===== src/rtl/tinyqv_mem_arbiter.sv =====
// Purpose: two-port arbiter sharing the tinyqv_mem_ctrl data port between requester A (CPU)
//          and requester B (DMA/debug). A has fixed priority, bounded by a starvation limit for B.
// Ports:   clk_i/rst_i (sync active-high); a_*/b_* requester buses with a_ready_o/b_ready_o;
//          rdata_o shared read data; mem_* registered request to mem_ctrl, mem_ready_i/mem_rdata_i back.
// Latency: grant registers mem_* one cycle after a request is seen in IDLE; ready and rdata are
//          combinational from mem_ready_i; one forced idle cycle follows every completion.
module tinyqv_mem_arbiter #(
    parameter int STARVE_LIMIT = 4
) (
    input  logic        clk_i,
    input  logic        rst_i,

    input  logic [24:0] a_addr_i,
    input  logic [1:0]  a_write_n_i,
    input  logic [1:0]  a_read_n_i,
    input  logic [31:0] a_wdata_i,
    output logic        a_ready_o,

    input  logic [24:0] b_addr_i,
    input  logic [1:0]  b_write_n_i,
    input  logic [1:0]  b_read_n_i,
    input  logic [31:0] b_wdata_i,
    output logic        b_ready_o,

    output logic [31:0] rdata_o,

    output logic [24:0] mem_addr_o,
    output logic [1:0]  mem_write_n_o,
    output logic [1:0]  mem_read_n_o,
    output logic [31:0] mem_wdata_o,
    input  logic        mem_ready_i,
    input  logic [31:0] mem_rdata_i
);

    typedef enum logic [1:0] {
        IDLE   = 2'd0,
        BUSY_A = 2'd1,
        BUSY_B = 2'd2
    } state_t;

    localparam logic [3:0] LIMIT = STARVE_LIMIT[3:0];

    state_t      state_q, state_d;
    logic [3:0]  wait_cnt_q, wait_cnt_d;
    logic [24:0] mem_addr_q, mem_addr_d;
    logic [31:0] mem_wdata_q, mem_wdata_d;
    logic [1:0]  mem_read_n_q, mem_read_n_d;
    logic [1:0]  mem_write_n_q, mem_write_n_d;

    logic a_pend, b_pend;
    logic grant_a, grant_b;

    assign a_pend = (a_read_n_i != 2'b11) || (a_write_n_i != 2'b11);
    assign b_pend = (b_read_n_i != 2'b11) || (b_write_n_i != 2'b11);

    always_comb begin
        state_d       = state_q;
        wait_cnt_d    = wait_cnt_q;
        mem_addr_d    = mem_addr_q;
        mem_wdata_d   = mem_wdata_q;
        mem_read_n_d  = mem_read_n_q;
        mem_write_n_d = mem_write_n_q;
        grant_a       = 1'b0;
        grant_b       = 1'b0;

        case (state_q)
            IDLE: begin
                if (a_pend && b_pend) begin
                    if (wait_cnt_q >= LIMIT) grant_b = 1'b1;
                    else                     grant_a = 1'b1;
                end else if (a_pend) begin
                    grant_a = 1'b1;
                end else if (b_pend) begin
                    grant_b = 1'b1;
                end
            end
            BUSY_A, BUSY_B: begin
                // Completion drops the strobes on the same edge so mem_ctrl sees an idle cycle.
                if (mem_ready_i) begin
                    state_d       = IDLE;
                    mem_read_n_d  = 2'b11;
                    mem_write_n_d = 2'b11;
                end
            end
            default: state_d = IDLE;
        endcase

        // A simultaneous read and write request is served as the read only.
        if (grant_a) begin
            state_d       = BUSY_A;
            mem_addr_d    = a_addr_i;
            mem_wdata_d   = a_wdata_i;
            mem_read_n_d  = a_read_n_i;
            mem_write_n_d = (a_read_n_i != 2'b11) ? 2'b11 : a_write_n_i;
        end else if (grant_b) begin
            state_d       = BUSY_B;
            mem_addr_d    = b_addr_i;
            mem_wdata_d   = b_wdata_i;
            mem_read_n_d  = b_read_n_i;
            mem_write_n_d = (b_read_n_i != 2'b11) ? 2'b11 : b_write_n_i;
        end

        // B wait counter: counts A grants that overtook a pending B.
        if (grant_b) begin
            wait_cnt_d = 4'd0;
        end else if (grant_a && b_pend) begin
            if (wait_cnt_q != 4'hF) wait_cnt_d = wait_cnt_q + 4'd1;
        end else if ((state_q == IDLE) && !b_pend) begin
            wait_cnt_d = 4'd0;
        end
    end

    always_ff @(posedge clk_i) begin
        if (rst_i) begin
            state_q       <= IDLE;
            wait_cnt_q    <= 4'd0;
            mem_addr_q    <= 25'd0;
            mem_wdata_q   <= 32'd0;
            mem_read_n_q  <= 2'b11;
            mem_write_n_q <= 2'b11;
        end else begin
            state_q       <= state_d;
            wait_cnt_q    <= wait_cnt_d;
            mem_addr_q    <= mem_addr_d;
            mem_wdata_q   <= mem_wdata_d;
            mem_read_n_q  <= mem_read_n_d;
            mem_write_n_q <= mem_write_n_d;
        end
    end

    assign a_ready_o     = mem_ready_i && (state_q == BUSY_A);
    assign b_ready_o     = mem_ready_i && (state_q == BUSY_B);
    assign rdata_o       = mem_rdata_i;
    assign mem_addr_o    = mem_addr_q;
    assign mem_wdata_o   = mem_wdata_q;
    assign mem_read_n_o  = mem_read_n_q;
    assign mem_write_n_o = mem_write_n_q;

endmodule


===== config.mk =====
export PLATFORM = sky130hd
export DESIGN_NAME = tinyqv_mem_arbiter
export DESIGN_NICKNAME = d
export VERILOG_FILES = /design/src/rtl/tinyqv_mem_arbiter.sv
export SDC_FILE = /design/constraint.sdc
export NUM_CORES = 1
export LEC_CHECK = 0
export CORE_MARGIN = 2
export CORE_UTILIZATION = 31
export DETAILED_ROUTE_END_ITERATION = 16
export PLACE_DENSITY = 0.78
export SYNTH_ARGS = -nofsm -noshare
export SYNTH_HDL_FRONTEND = slang
export SYNTH_SLANG_ARGS = --single-unit

===== constraint.sdc =====
create_clock -name clk_i -period 1.7 [get_ports clk_i]
set_input_delay 0.425 -clock clk_i [delete_from_list [all_inputs] [get_ports clk_i]]
set_output_delay 0.425 -clock clk_i [all_outputs]
set_load 0.02 [all_outputs]

==> results of run 1 <==
-- synthesized netlist by cell type, types with 3 or more instances --
library cell / instances / area, um^2
nand2_1: 119 / 446.7
clkbuf_1: 18 / 67.56
dfxtp_1: 67 / 1341
ha_1: 4 / 50.05
nor3_1: 4 / 20.02
buf_4: 35 / 262.8
inv_1: 7 / 26.28
a311oi_2: 10 / 150.1
a311oi_1: 47 / 411.6
a221oi_1: 3 / 26.28
a21oi_1: 5 / 25.02
buf_2: 12 / 60.06
and2_1: 3 / 18.77
nor4_1: 4 / 25.02
nor2_1: 64 / 240.2
-- worst min-delay path, delay by kind of cell, from the launching register on --
kind             cells  cell delay (ps)
AO/OA/AOI/OAI        1               50
AND/OR/NAND/NOR      1               70
flip-flops           1              320
-- final cells by class --
class | count | share of cell area (%)
Clock buffer | 10 | 2.269
Inverter | 7 | 0.5568
Sequential cell | 67 | 22.15
Multi-Input combinational cell | 282 | 30.87
Clock inverter | 5 | 1.279
Tap cell | 136 | 2.805
Timing Repair Buffer | 232 | 40.07
-- routing by layer --
metal  vias up  GRT usage, %  wire [um]
met3        20         6.174        939
met2       157         36.84       6600
met4         0         5.311        193
met5         -             0          0
met1      1798         21.42       4764
li1       1795             -          -
-- sequential cells by signal, summed over array words and instances, names as in the netlist --
signal / flops
mem_wdata_o: 32
wait_cnt_q: 4
mem_addr_o: 25
mem_read_n_o: 2
state_q: 2
mem_write_n_o: 2
-- power groups by stage --
| stage | Combinational, mW | Sequential, mW | Clock, mW |
|---|---|---|---|
| 2_1_floorplan | 0.769 | 2.16 | 0 |
| 3_3_place_gp | 1.81 | 1.92 | 0 |
| 3_5_place_dp | 1.84 | 1.93 | 0 |
| 4_1_cts | 2.01 | 1.89 | 1.50 |
| 5_1_grt | 2.34 | 1.91 | 1.59 |
| 6_report | 2.20 | 1.89 | 1.47 |
-- kinds of logic (layout without fill, tap and decap cells) --
group	count (synthesis)	in the layout	share of synthesized area, %
flops	67	67	40.10
simple gates	204	204	24.54
compound gates	74	74	21.06
buf+inv	73	254	12.79
fa+ha+maj	4	4	1.497
-- how the worst max path moves through the flow --
stage,startpoint,endpoint,slack [ps]
final,wait_cnt_q[2],mem_wdata_o[12],10
after global routing,state_q[0],mem_wdata_o[17],-90
after CTS,state_q[0],mem_wdata_o[8],-40
after detailed placement,a_read_n_i[0],mem_wdata_o[9],-550
after global placement,a_read_n_i[0],mem_addr_o[0],-490
after floorplan,a_read_n_i[1],mem_addr_o[0],20
-- what timing repair did --
action / CTS / global route
gates cloned: 5 / 2
setup buffers: 10 / 5
endpoints found under the setup margin: 121 / 56
pin swaps: 18 / 51
gates resized for setup: 99 / 65
-- stage by stage --
step	cell area (um^2)	worst slack [ps]	utilization (%)	TNS [ps]
CTS	5737	-40.38	55.08	-288.2
floorplan	3347	18.56	-	0
detailed placement	5264	-553.8	50.53	-31650
finish	6067	10.40	58.25	0
global placement	5264	-486.9	50.53	-29850
global route	6067	-87.03	58.25	-1214
==> impl.org, run 1 <==
** Run status
- Result of the run :: finished clean

** Synth
- EDFF count, synth :: 0
- Synthesis produced a netlist with a net count of 583.
- Sequential cells were found to cover 40.10% of the synthesized design area.
- Total number of yosys warnings :: 0
- Number of flip-flops and latches in the synthesized netlist :: 67
- In this run the mean area of a mapped cell was 7.925 um^2.
- Syn Inst Count :: 422
- Counting distinct cell types in the post-synthesis netlist gives 31.
- For this run, the leading register cell type out of synthesis is dfxtp_1.
- Post-synthesis instance area :: ~3300 um^2
- Of all flip-flops after synthesis, the portion carrying an async set or reset was 0%.

** Final layout
- Seq. cell area :: 1344 um^2
- Most common cell after layout, fill and taps aside :: clkdlybuf4s50_1
- In the layout the commonest cells are 115 x clkdlybuf4s50_1, 100 x nand2_1, 66 x dlygate4sd2_1.
- The multi-input combinational cells in the finished layout cover a total of ~1900 um^2.
- Final instance count without filler cells :: ~740
- Area added between synthesis and finish :: 81.41%
- Layout cells sized above 1 :: 22.55%
- Fill cells in the final layout number 932.
- Net count reported at finish :: 760
- 0 antenna diodes ended up in the layout.

** STA
- Final Hold Vio Count :: 0
- The worst pin sits at a relative slew slack of between 60% and 70%.
- Setup violations remaining at the end of the flow were counted as 0.
- Setup repair after global routing missed its margin :: true
- Between clock sinks in the finished design, the worst skew comes to about 10 ps.
- Final Slew Violations :: 0
- Dividing the final minimum period by the clock period gives 99.39%.
- Derived from the worst setup path, the maximum achievable clock frequency is roughly 590 MHz.
- Counting I/O delays and the setup requirement, the final critical path takes 1690 ps.
- Post-Route Hold Slack :: 481.0 ps
- Tightest Pin Transition :: 452.0 ps

** Die
- Core Region :: 10,420 um^2
- Once the floorplan was initialized, standard cells occupied about a third of the core.
- Floorplan die height :: around 110 um
- The floorplan step defined a die boundary enclosing 11,640 um^2.
- between 200 and 300 I/O pins were placed.
- Horizontal die dimension :: roughly 110 um
- Cell Rows :: 37

** Setup path
- On the critical path, the stage with the largest delay is an instance of dfxtp_1.
- In this design, the largest share of critical-path delay is due to compound AO/OA/AOI/OAI gates.
- Reg2reg start :: wait_cnt_q[2]
- Crit path top cell by count :: buf_12
- Critical setup path kind :: flop to flop
- Critical path data arrival time :: 1920 ps
- Of all nets on the critical path, the largest fanout is 17.
- The worst setup path is launched from a flop.
- Crit path largest cell delay :: 330 ps
- Walking the worst path, the cells encountered are or2_4 > a211oi_4 > buf_6 > buf_12 > buf_12 > nand2_1 > a311oi_2.
- The worst register-to-register path has a depth of 7.
- Logic depth of the worst path, buffers included :: 7
- Sum of buffers and inverters on the critical path :: 3
- Crit Reg-Reg Endpoint :: mem_wdata_o[12]
- Endpoint type of the worst setup path :: flop
- The setup check on the worst reg-to-reg path leaves a slack of around 10 ps.
- Req. time, crit path :: just under 2000 ps

** CTS
- For this design, the CTS-stage hold fixing added 0 buffers.
- Count of H-tree levels built during CTS :: 3
- After clock tree synthesis, the clock-pin slew on the worst setup and hold paths is about 70 ps.
- Number of sinks driven by the clock tree :: 67
- CTS placed an instance of clkbuf_8 at the clock tree root.
- Maximum number of buffers from clock root to sink :: 2
- Buffers inserted during clock tree synthesis total 9.
- Clock latency at the later pin of the worst-skew pair :: approximately 330 ps
- Clock tree from TritonCTS :: built

** Routing
- The routed layout has 3,770 vias.
- Initial DRC Count :: 151
- For this run, the detailed router's first-pass iteration total came to 4.
- ANT nets after route :: 0
- Average detailed-routed wire length per instance :: 16.91 um
- In the routed design, unresolved DRC markers number 0.
- Total routed wirelength :: 12,500 um
- Using the TritonRoute via totals, the vias-per-cell ratio works out to about 5.1.

** Global routing
- Total routing resource utilization after global routing :: 19.78%
- The via count of the first global-routing pass is 3,703.
- Largest net degree at the start of global routing :: 45
- Global-route congestion overflow total :: 0
- The number of antenna violations at the first check in global routing came to 0.
- Global-route wire length before repair :: around 18,000 um

** Min path
- The worst hold path terminates at wait_cnt_q[1].
- In this run the most critical hold path is launched from wait_cnt_q[1].
- Tightest Hold Check Type :: flop to flop
- Hold Crit Depth :: 2

** Power
- Post-layout total power :: ~5.6 mW
- Sequential cell fraction of total power :: 34.0%
- Combinational share of power :: about 40%
- The internal portion of the total power is roughly 3.7 mW.
- In this run the static leakage power is 2.621 nW.
- Maximum vdd ir drop :: around 0.55 mV
- Part of the total power dissipated in the clock network :: 26.4%
- The analysis attributes to net switching a power of ~1.8 mW.
- Power density normalized to cell area :: about 920 nW/um^2
- In this run switching power makes up 32.96% of total power.

** Placed design
- The count of buffers added on input and output ports is 187.
- Weighted congestion reported at the end of routability-driven placement :: slightly below 0.9
- The wire-length estimate of the detail-placed layout is slightly above 8000 um.
- Placed Instances :: 704

** Job
- Number of max-cap violations :: 0
No activity file was read; power rests on OpenSTA's default activity.
==> run 2: changes to the inputs <==
CTS_CLUSTER_DIAMETER = 200   (was default)
REMOVE_ABC_BUFFERS = 1   (was default)
==> impl.org, run 2 (synthesized netlist as in run 1, its figures left out) <==
** Run status
- Result of the run :: finished, violations left
- The final reports fail on negative setup slack.

** Power
- Maximum vdd ir drop :: 0.4143 mV (-25%)
- The cell area power density was 878.0 nW/um^2 (-4.2%).
- The leakage power is 2.544 nW (-2.9%).

** Setup path
- The largest fanout of any net on the critical path came to 7 (-10).
- Crit path largest cell delay :: 340 ps (about the same)
- STA classifies the critical path startpoint as a primary input.
- Critical setup path kind :: primary input to flop
- Traced cell by cell, the critical path runs through clkdlybuf4s15_2 > nand4_1 > a211oi_4 > buf_12 > buf_8 > clkbuf_16 > nand2_1 > a311oi_1.
- STA classifies the critical path endpoint as a flop.
- Reg2reg start :: state_q[0]
- The setup slack of the worst register-to-register path is -20 ps (-30 ps).
- The length in cells of the worst reg-to-reg path came to 9 (+2).
- Crit Reg-Reg Endpoint :: mem_wdata_o[1]
- Req. time, crit path :: 1930 ps (about the same)
- The slowest stage of the critical path belongs to the cell a211oi_4.
- Critical path data arrival time :: 1960 ps (+40 ps)

** Global routing
- The layer flagged by global routing as most heavily used is met2.
- Largest net degree at the start of global routing :: 48 (+6.7%)
- The met2 track demand over resource in global routing came to 33.87% (-3.0 points).
- Met3 demand-to-capacity share in global routing :: 10.47% (+4.3 points)
- Global-route wire length before repair :: 19,090 um (+5.2%)
- The via count of the first global-routing pass came to 3,708 (+0.14%).
- The fraction of met1 tracks used by global routing was 25.00% (+3.6 points).
- The global routing usage summed across all routing layers was 21.36% (+1.6 points).
- Initial antenna violation count :: 0 (unchanged)
- Global-route congestion overflow total :: 0 (unchanged)

** Routing
- Drt pass-1 iters :: 5 (+1)
- The residual antenna-violating net count after detailed routing was 0 (unchanged).
- The count of vias placed by the detailed router is 3,833 (+1.7%).
- The final wirelength is 13,710 um (+9.7%).
- Initial DRC Count :: 210 (+39%)
- The DRC violation count after routing is 0 (unchanged).
- Via-to-Cell Ratio :: 5.201 (+1.9%)
- The average detailed-routed wire length per instance is 18.61 um (+10%).

** STA
- Post-layout minimum cycle time :: 1728 ps (+38.58 ps)
- Final setup violation count :: 2 (+2)
- Tightest Pin Transition :: 474.5 ps (+22.50 ps)
- The fmax was 578.6 MHz (-2.2%).
- The final-report hold violation count came to 0 (unchanged).
- The maximum clock skew at final layout is 10.72 ps (+0.5036 ps).
- Fin crit share :: 101.7% (+2.3 points)
- Setup repair after global routing could not meet its margin everywhere.
- The worst relative slew slack was 68.37% (-1.5 points).
- Worst setup margin :: -28.19 ps (-38.58 ps)
- Final Slew Violations :: 0 (unchanged)

** CTS
- Maximum number of buffers from clock root to sink :: 2 (unchanged)
- The H-tree depth reported by CTS is 3 (unchanged).
- Clock tree from TritonCTS :: built
- Worst-path clk slew :: 70 ps (about the same)
- CTS Buf Count :: 9 (unchanged)
- Number of sinks driven by the clock tree :: 67 (unchanged)
- The tree is rooted in a clkbuf_8.
- The clock latency reported for the late side of the worst-skew pair is 330 ps (about the same).

** Die
- Floorplan die height :: 107.9 um (unchanged)
- The area of the die was 11,640 um^2 (unchanged).
- The initial cell density of the core was 32.11% (unchanged).
- Io pins :: 252 (unchanged)
- Core Region :: 10,420 um^2 (unchanged)
- The die span in x came to 107.9 um (unchanged).
- Cell Rows :: 37 (unchanged)

** Final layout
- Filler cell count :: 987 (+5.9%)
- The library cell used most frequently in the layout, excluding fill and tap cells, is clkdlybuf4s50_1.
- Area added between synthesis and finish :: 75.76%
- The final cell count without fillers came to 737 (-0.27%).
- The number of flip-flops in the largest register came to 32 (unchanged).
- Commonest cells after routing, fill and taps aside :: 115 x clkdlybuf4s50_1, 102 x nand2_1, 65 x dfxtp_1
- The layout cell share with drive strength beyond 1 is 19.97% (-2.6 points).
- Net count reported at finish :: 758 (-0.26%)
- Diodes inserted :: 0 (unchanged)

** Placed design
- The number of cells in the design after placement came to 706 (+0.28%).
- The total of buffers placed on input and output ports was 187 (unchanged).
- Weighted congestion reported at the end of routability-driven placement :: 0.8846 (+1.7%)
- Worst slack, placed :: -592.7 ps (-38.91 ps)
- The sum of net half-perimeters after detailed placement was 8879 um (+10%).

** Min path
- The hold-critical path depth is 2 (unchanged).
- The worst hold path begins at wait_cnt_q[1].
- The worst hold path terminates at wait_cnt_q[1].
- Tightest Hold Check Type :: flop to flop

** Job
- The reported max-cap violation count came to 0 (unchanged).
## run 2: repair_timing
item / 4_1_cts / 5_1_grt
endpoints found under the setup margin: 121 / 39
pin swaps: 18 / 49
buffers inserted: 6 / 3
hold buffers: 0 / 0
endpoints found under the hold margin: 0 / 0
gates cloned: 4 / 4
gates resized for setup: 99 / 54
## run 2: through the flow
| stage | hold WS (ps) | area [um^2] | setup TNS [ps] | power, mW | util [%] |
|---|---|---|---|---|---|
| final | 476.0 | 5878 | -41.01 | 5.161 | 56.43 |
| after global routing | 501.8 | 5878 | -1342 | 5.427 | 56.43 |
| after CTS | 473.2 | 5570 | 0 | 4.974 | 53.48 |
| after detailed placement | 454.2 | 5266 | -32250 | 3.774 | 50.56 |
| after global placement | 442.2 | 5266 | -27650 | 3.723 | 50.56 |
| after floorplan | 429.5 | 2943 | -70330 | 2.755 | - |
## run 2: routing by layer
| layer | vias up | wire length, um |
|---|---|---|
| met1 | 1813 | 5695 |
| met3 | 23 | 1424 |
| met4 | 2 | 222 |
| met2 | 210 | 6316 |
| li1 | 1785 | - |
| met5 | - | 55 |
## run 2: cell type report
type | instances | area, um^2 | share of cell area (%)
multi-input cells | 282 | 1802 | 30.65
repair buffers | 230 | 2371 | 40.34
flip-flops and latches | 67 | 1344 | 22.86
well taps | 136 | 170.2 | 2.895
inverters | 7 | 31.28 | 0.5321
clock inverters | 3 | 15.01 | 0.2554
clock buffers | 12 | 145.1 | 2.469
## run 2: worst max-delay path: cells and delay by family
| family | cells | cell delay, ps |
|---|---|---|
| AND/OR/NAND/NOR | 2 | 290 |
| buffers and inverters | 4 | 620 |
| AO/OA/AOI/OAI | 2 | 620 |
## run 2: report_power, final
group          internal [mW]  leakage [nW]  switching [mW]  total (mW)
logic                   1.03          1.90            1.10        2.13
registers               1.78         0.557           0.105        1.89
clock network          0.556        0.0860           0.585        1.14
## run 2: how the worst max path moves through the flow
| stage | start | end | slack, ps | depth (start not counted) |
|---|---|---|---|---|
| final | b_read_n_i[1] | mem_wdata_o[1] | -30 | 8 |
| after global routing | state_q[1] | mem_wdata_o[1] | -90 | 9 |
| after CTS | state_q[0] | a_ready_o | 0.8 | 4 |
| after detailed placement | b_write_n_i[0] | mem_wdata_o[17] | -590 | 6 |
| after global placement | b_write_n_i[0] | mem_addr_o[17] | -470 | 6 |
| after floorplan | state_q[1] | mem_addr_o[0] | -1200 | 6 |
==> edit 1, RTL diff (config.mk and constraints of run 1) <==
Take the reset off `mem_wdata_q` and load it in a clocked block of its own.
--- a/src/rtl/tinyqv_mem_arbiter.sv
+++ b/src/rtl/tinyqv_mem_arbiter.sv
@@ -115,17 +115,19 @@
             state_q       <= IDLE;
             wait_cnt_q    <= 4'd0;
             mem_addr_q    <= 25'd0;
-            mem_wdata_q   <= 32'd0;
             mem_read_n_q  <= 2'b11;
             mem_write_n_q <= 2'b11;
         end else begin
             state_q       <= state_d;
             wait_cnt_q    <= wait_cnt_d;
             mem_addr_q    <= mem_addr_d;
-            mem_wdata_q   <= mem_wdata_d;
             mem_read_n_q  <= mem_read_n_d;
             mem_write_n_q <= mem_write_n_d;
         end
+    end
+
+    always_ff @(posedge clk_i) begin
+        mem_wdata_q <= mem_wdata_d;
     end
 
     assign a_ready_o     = mem_ready_i && (state_q == BUSY_A);
Check against the original RTL: not equivalent (a bounded check fails within 4 cycles, from zero or initial values and one cycle with rst_i high).
==> edit 1 against run 1 <==
  * Power fell by 5.9%
  * Final cell count fell by 14%
  * Routed wire length fell by 7.3%
  * Final area fell by 4.2%
  * Worst setup slack improved by 0.0042 ns
  * Area after synthesis rose by 0.45%
  * Sequential cell count did not move
==> edit 1: results (changes against run 1) <==
Global route
  • Vias in the first global route: 3236 (-13%)
  • Largest net degree at the start of global routing: 32 (-29%)
  • Met2 GRT Util: 0.355 (-0.0130)
  • Global Route Usage Sum: 0.191 (-0.00681)
  • Global-route wire length before repair: 16.8 mm (-7.2%)

Synth
  • Post-synth cell types: 35 (+13%)
  • EDFF count, synth: 32 (+32)
  • Post-synthesis sequential area ratio: 0.495 (+0.0936)
  • Compound-Gate Fraction of Synth Area: 0.115 (-0.0959)
  • Mapped Nets: 463 (-21%)
  • Post-Synth Adder-Cell Area: 0.0149 (-0.0000669)
  • Multiplexer share of the synthesized area: 0.146 (+0.146)
  • Main area contributors after synthesis: edfxtp_1, dfxtp_1, mux2_4, buf_4, a311oi_1

Final layout
  • Share of cells above drive strength 1: 0.220 (-0.00510)
  • Fraction of area in multi-input gates: 0.236 (-0.0730)
  • Fill count: 964 (+3.4%)
  • Non-clock buffer share: 0.409 (+0.00804)
  • Inverters excl. clock: 3 (-4)
  • ClkCell Share: 0.0372 (+0.00177)
  • Area occupied by registers: 1660 um^2 (+24%)
  • Comb_multi_in: 181 (-36%)

Run status
  • Status: complete, no violations

Timing
  • Fin crit share: 0.991 (-0.00250)
  • Clk_skew: 0.00778 ns (-0.00244 ns)
  • Rel. slew slack: 0.758 (+0.0593)

Pwr
  • VDD IR max: 0.000435 V (-21%)
  • Leak pwr: 2.51 nW (-4.4%)

Routing
  • Via-to-Cell Ratio: 4.81 (-5.6%)
  • Metal-1 WL: 4.06 mm (-15%)
  • Vias: 3076 (-18%)
  • Detailed Routing Iterations Pass 1: 6 (+2)
  • DR WL met2: 6.14 mm (-6.9%)
  • Drt wl/cell: 18.1 um (+7.2%)

Placed design
  • Placed Cells incl. Taps: 606 (-14%)
  • Global placement routability congestion: 0.774 (-11%)
  • DP Worst Slack: -0.537 ns (+0.0171 ns)

Setup path
  • CP startpoint: a_write_n_i[0]
  • Critical path arrival: 1.78 ns (-0.14 ns)
  • CP endpoint: mem_wdata_o[17]
  • FF-to-FF path depth: 5 (-2)

Hold path
  • Hold path startpoint: mem_addr_o[18]
==> edit 1: power by group <==
part / switching [W] / internal (W)
Combinational: 0.000777 / 0.000954
Clock: 0.000667 / 0.000821
Sequential: 0.0000757 / 0.00194
==> edit 1: worst max-delay path, cell delays in order <==
cell,delay (ns)
clkdlybuf4s15_1,0.21
and4_4,0.19
buf_4,0.13
a21oi_4,0.16
nand2_4,0.17
buf_16,0.19
mux2_4,0.29
==> edit 1: metrics by stage <==
stage	hold slack, ns	util	cell area [um^2]
2_1_floorplan	0.448	-	3380
3_3_place_gp	0.461	0.498	5320
3_5_place_dp	0.478	0.498	5320
4_1_cts	0.489	0.538	5760
5_1_grt	0.506	0.543	5810
6_report	0.491	0.543	5810
==> edit 1: repair_timing <==
item                                    4_1_cts  5_1_grt
resized for setup                            91       19
cloned                                        6        0
pin swaps                                     9        6
endpoints found under the setup margin      152       75
setup buffers                                 8        3
==> edit 2, RTL diff (settings of run 1) <==
Made on the original files. Re-encode `state_t` (3 states) as one-hot, 3 bits wide.
--- a/src/rtl/tinyqv_mem_arbiter.sv
+++ b/src/rtl/tinyqv_mem_arbiter.sv
@@ -32,10 +32,10 @@
     input  logic [31:0] mem_rdata_i
 );
 
-    typedef enum logic [1:0] {
-        IDLE   = 2'd0,
-        BUSY_A = 2'd1,
-        BUSY_B = 2'd2
+    typedef enum logic [2:0] {
+        IDLE   = 3'b001,
+        BUSY_A = 3'b010,
+        BUSY_B = 3'b100
     } state_t;
 
     localparam logic [3:0] LIMIT = STARVE_LIMIT[3:0];
Function: same outputs for any inputs over 10 cycles, from zero or initial values and one cycle with rst_i high; not proved beyond that.
==> edit 2 against run 1 <==
  * The run now ends with negative setup slack left
  * Power is 1.8% higher
  * Core utilization is 0.72 points higher
  * Routed wire length shrank 6.6%
  * Count of clock-buffer cells in the layout grew 2
  * Final area fell by 9.8%
  * Sequential cell count is 1 higher
  * Non-clock buffer count is 2 lower
  * Worst setup slack worse by 0.045 ns
  * Final cell count is 9.9% lower
  * Area after synthesis shrank 11%
  * Critical path type unchanged
  * Critical endpoint unchanged
==> edit 2: results (changes against run 1) <==
CTS
  • Clock tree root buffer cell: clkbuf_8
  • Clock slew at reported path FFs: 0.08 ns
  • Worst-skew pair later-pin latency: 0.35 ns (+0.02 ns)
  • Clock buffer count from CTS: 9 (unchanged)

Routing
  • Iter 0 DRT Violations: 91 (-40%)
  • Detailed Routing Iterations Pass 1: 4 (unchanged)
  • Drt wl/cell: 17.5 um (+3.6%)
  • Vias: 3452 (-8.4%)

Timing
  • Setup TNS: -0.186 ns (-0.186 ns)
  • Clk_skew: 0.0133 ns (+0.00305 ns)
  • Post-route setup slack: -0.0341 ns (-0.0445 ns)
  • Endpoints failing setup: 11 (+11)
  • Rel. slew slack: 0.730 (+0.0316)

Global route
  • Largest net degree at the start of global routing: 35 (-22%)
  • Global Route Usage Sum: 0.197 (-0.00106)
  • Global-route wire length before repair: 16.1 mm (-12%)
  • Initial antenna violation count: 0 (unchanged)
  • Vias in the first global route: 3404 (-8.1%)

Final layout
  • Inserted Diodes: 0 (unchanged)
  • Max reg flops: 32 (unchanged)
  • Share of cells above drive strength 1: 0.173 (-0.0524)
  • Nets: 692 (-8.9%)

Synth
  • Post-synth top cells: dfxtp_1, nor2_1, o22ai_1
  • Post-synth cell types: 34 (+9.7%)
  • Main area contributors after synthesis: dfxtp_1, o22ai_1, nor3_1, nor2_1, buf_4
  • Asr flop ratio synth: 0 (unchanged)
  • Mapped Nets: 511 (-12%)
  • Yosys warnings: 0 (unchanged)
  • Post-synthesis sequential area ratio: 0.455 (+0.0540)

Run status
  • Status: finished with violations
  • Failing checks: negative setup slack

Pwr
  • Leak pwr: 2.35 nW (-10%)
  • Switch Pwr: 0.00193 W (+5.3%)
  • VDD IR max: 0.000471 V (-14%)

Hold path
  • Hold path depth: 3 (+1)
  • Hold worst-path end: mem_read_n_o[1]
  • Hold path startpoint: rst_i
  • Hold Path Class: in2reg

Placed design
  • DP Worst Slack: -0.592 ns (-0.0379 ns)
  • Placed Area: 4870 um^2 (-7.6%)
  • Post-DP HPWL: 7.48 mm (-7.3%)
  • Global placement routability congestion: 0.794 (-8.7%)
  • Port-buffer cells: 187 (unchanged)

Setup path
  • FF-to-FF path depth: 8 (+1)
  • Max FO, Critical Path: 7 (-10)
  • R2r endpoint: mem_wdata_o[12]
  • Reg-to-Reg Start: state_q[2]
  • Critical path arrival: 2.01 ns (+0.09 ns)

Die
  • Row cnt: 35 (-5.4%)
edit 2: kinds of logic (layout without fill, tap and decap cells):
kind of cell               after synthesis  count (layout)  synth area share
AOI/OAI and AO/OA                       80              80             0.177
xor gates and xnor gates                 1               1           0.00293
adders and majority gates                1               1           0.00418
buffers and inverters                   61             245             0.133
DFF                                     68              68             0.455
and+or+nand+nor                        142             142             0.228
edit 2: through the flow:
step	instances	total power (W)	hold WS, ns
floorplan	353	0.00320	0.462
global placement	636	0.00408	0.478
detailed placement	636	0.00412	0.485
CTS	657	0.00530	0.465
global route	666	0.00593	0.480
finish	666	0.00566	0.479
edit 2: how the worst max path moves through the flow:
stage / start / endpoint / slack (ns)
finish: state_q[2] / mem_wdata_o[12] / -0.03
global route: state_q[2] / mem_wdata_o[11] / -0.08
CTS: state_q[2] / mem_addr_o[22] / -0.07
detailed placement: mem_ready_i / a_ready_o / -0.59
global placement: mem_ready_i / b_ready_o / -0.54
floorplan: a_write_n_i[0] / mem_addr_o[0] / 0.06
edit 2: cell type report:
class	instances	area, um^2
Clock buffer	12	165
Clock inverter	2	10.0
Fill cell	815	3810
Inverter	1	3.75
Multi-Input combinational cell	224	1400
Sequential cell	68	1370
Tap cell	129	161
Timing Repair Buffer	230	2360
edit 2: power groups by stage:
stage / combinational [W] / sequential, W / clock, W
finish: 0.00241 / 0.00202 / 0.00123
global route: 0.00256 / 0.00204 / 0.00132
CTS: 0.00204 / 0.00200 / 0.00126
detailed placement: 0.00208 / 0.00204 / 0
global placement: 0.00205 / 0.00203 / 0
floorplan: 0.000859 / 0.00234 / 0
edit 2: timing repair:
action	in CTS	in global routing
pin swaps	4	41
endpoints found under the setup margin	122	62
resized for setup	79	49
setup buffers	4	3
cloned	3	7
edit 2: critical path: stages, from the launching register on:
cell and delay [ns]:
dfxtp_4 0.35, buf_6 0.11, or3b_4 0.41, a21oi_4 0.16
buf_12 0.16, buf_12 0.11, clkbuf_16 0.16, o22ai_1 0.08
nor3_1 0.12
edit 2: per-layer routing:
layer	vias to the layer above	routed length (um)	track usage
li1	1619	-	-
met1	1657	4520	0.215
met4	0	120	0.0708
met5	-	0	0
met3	13	999	0.0691
met2	163	6030	0.352
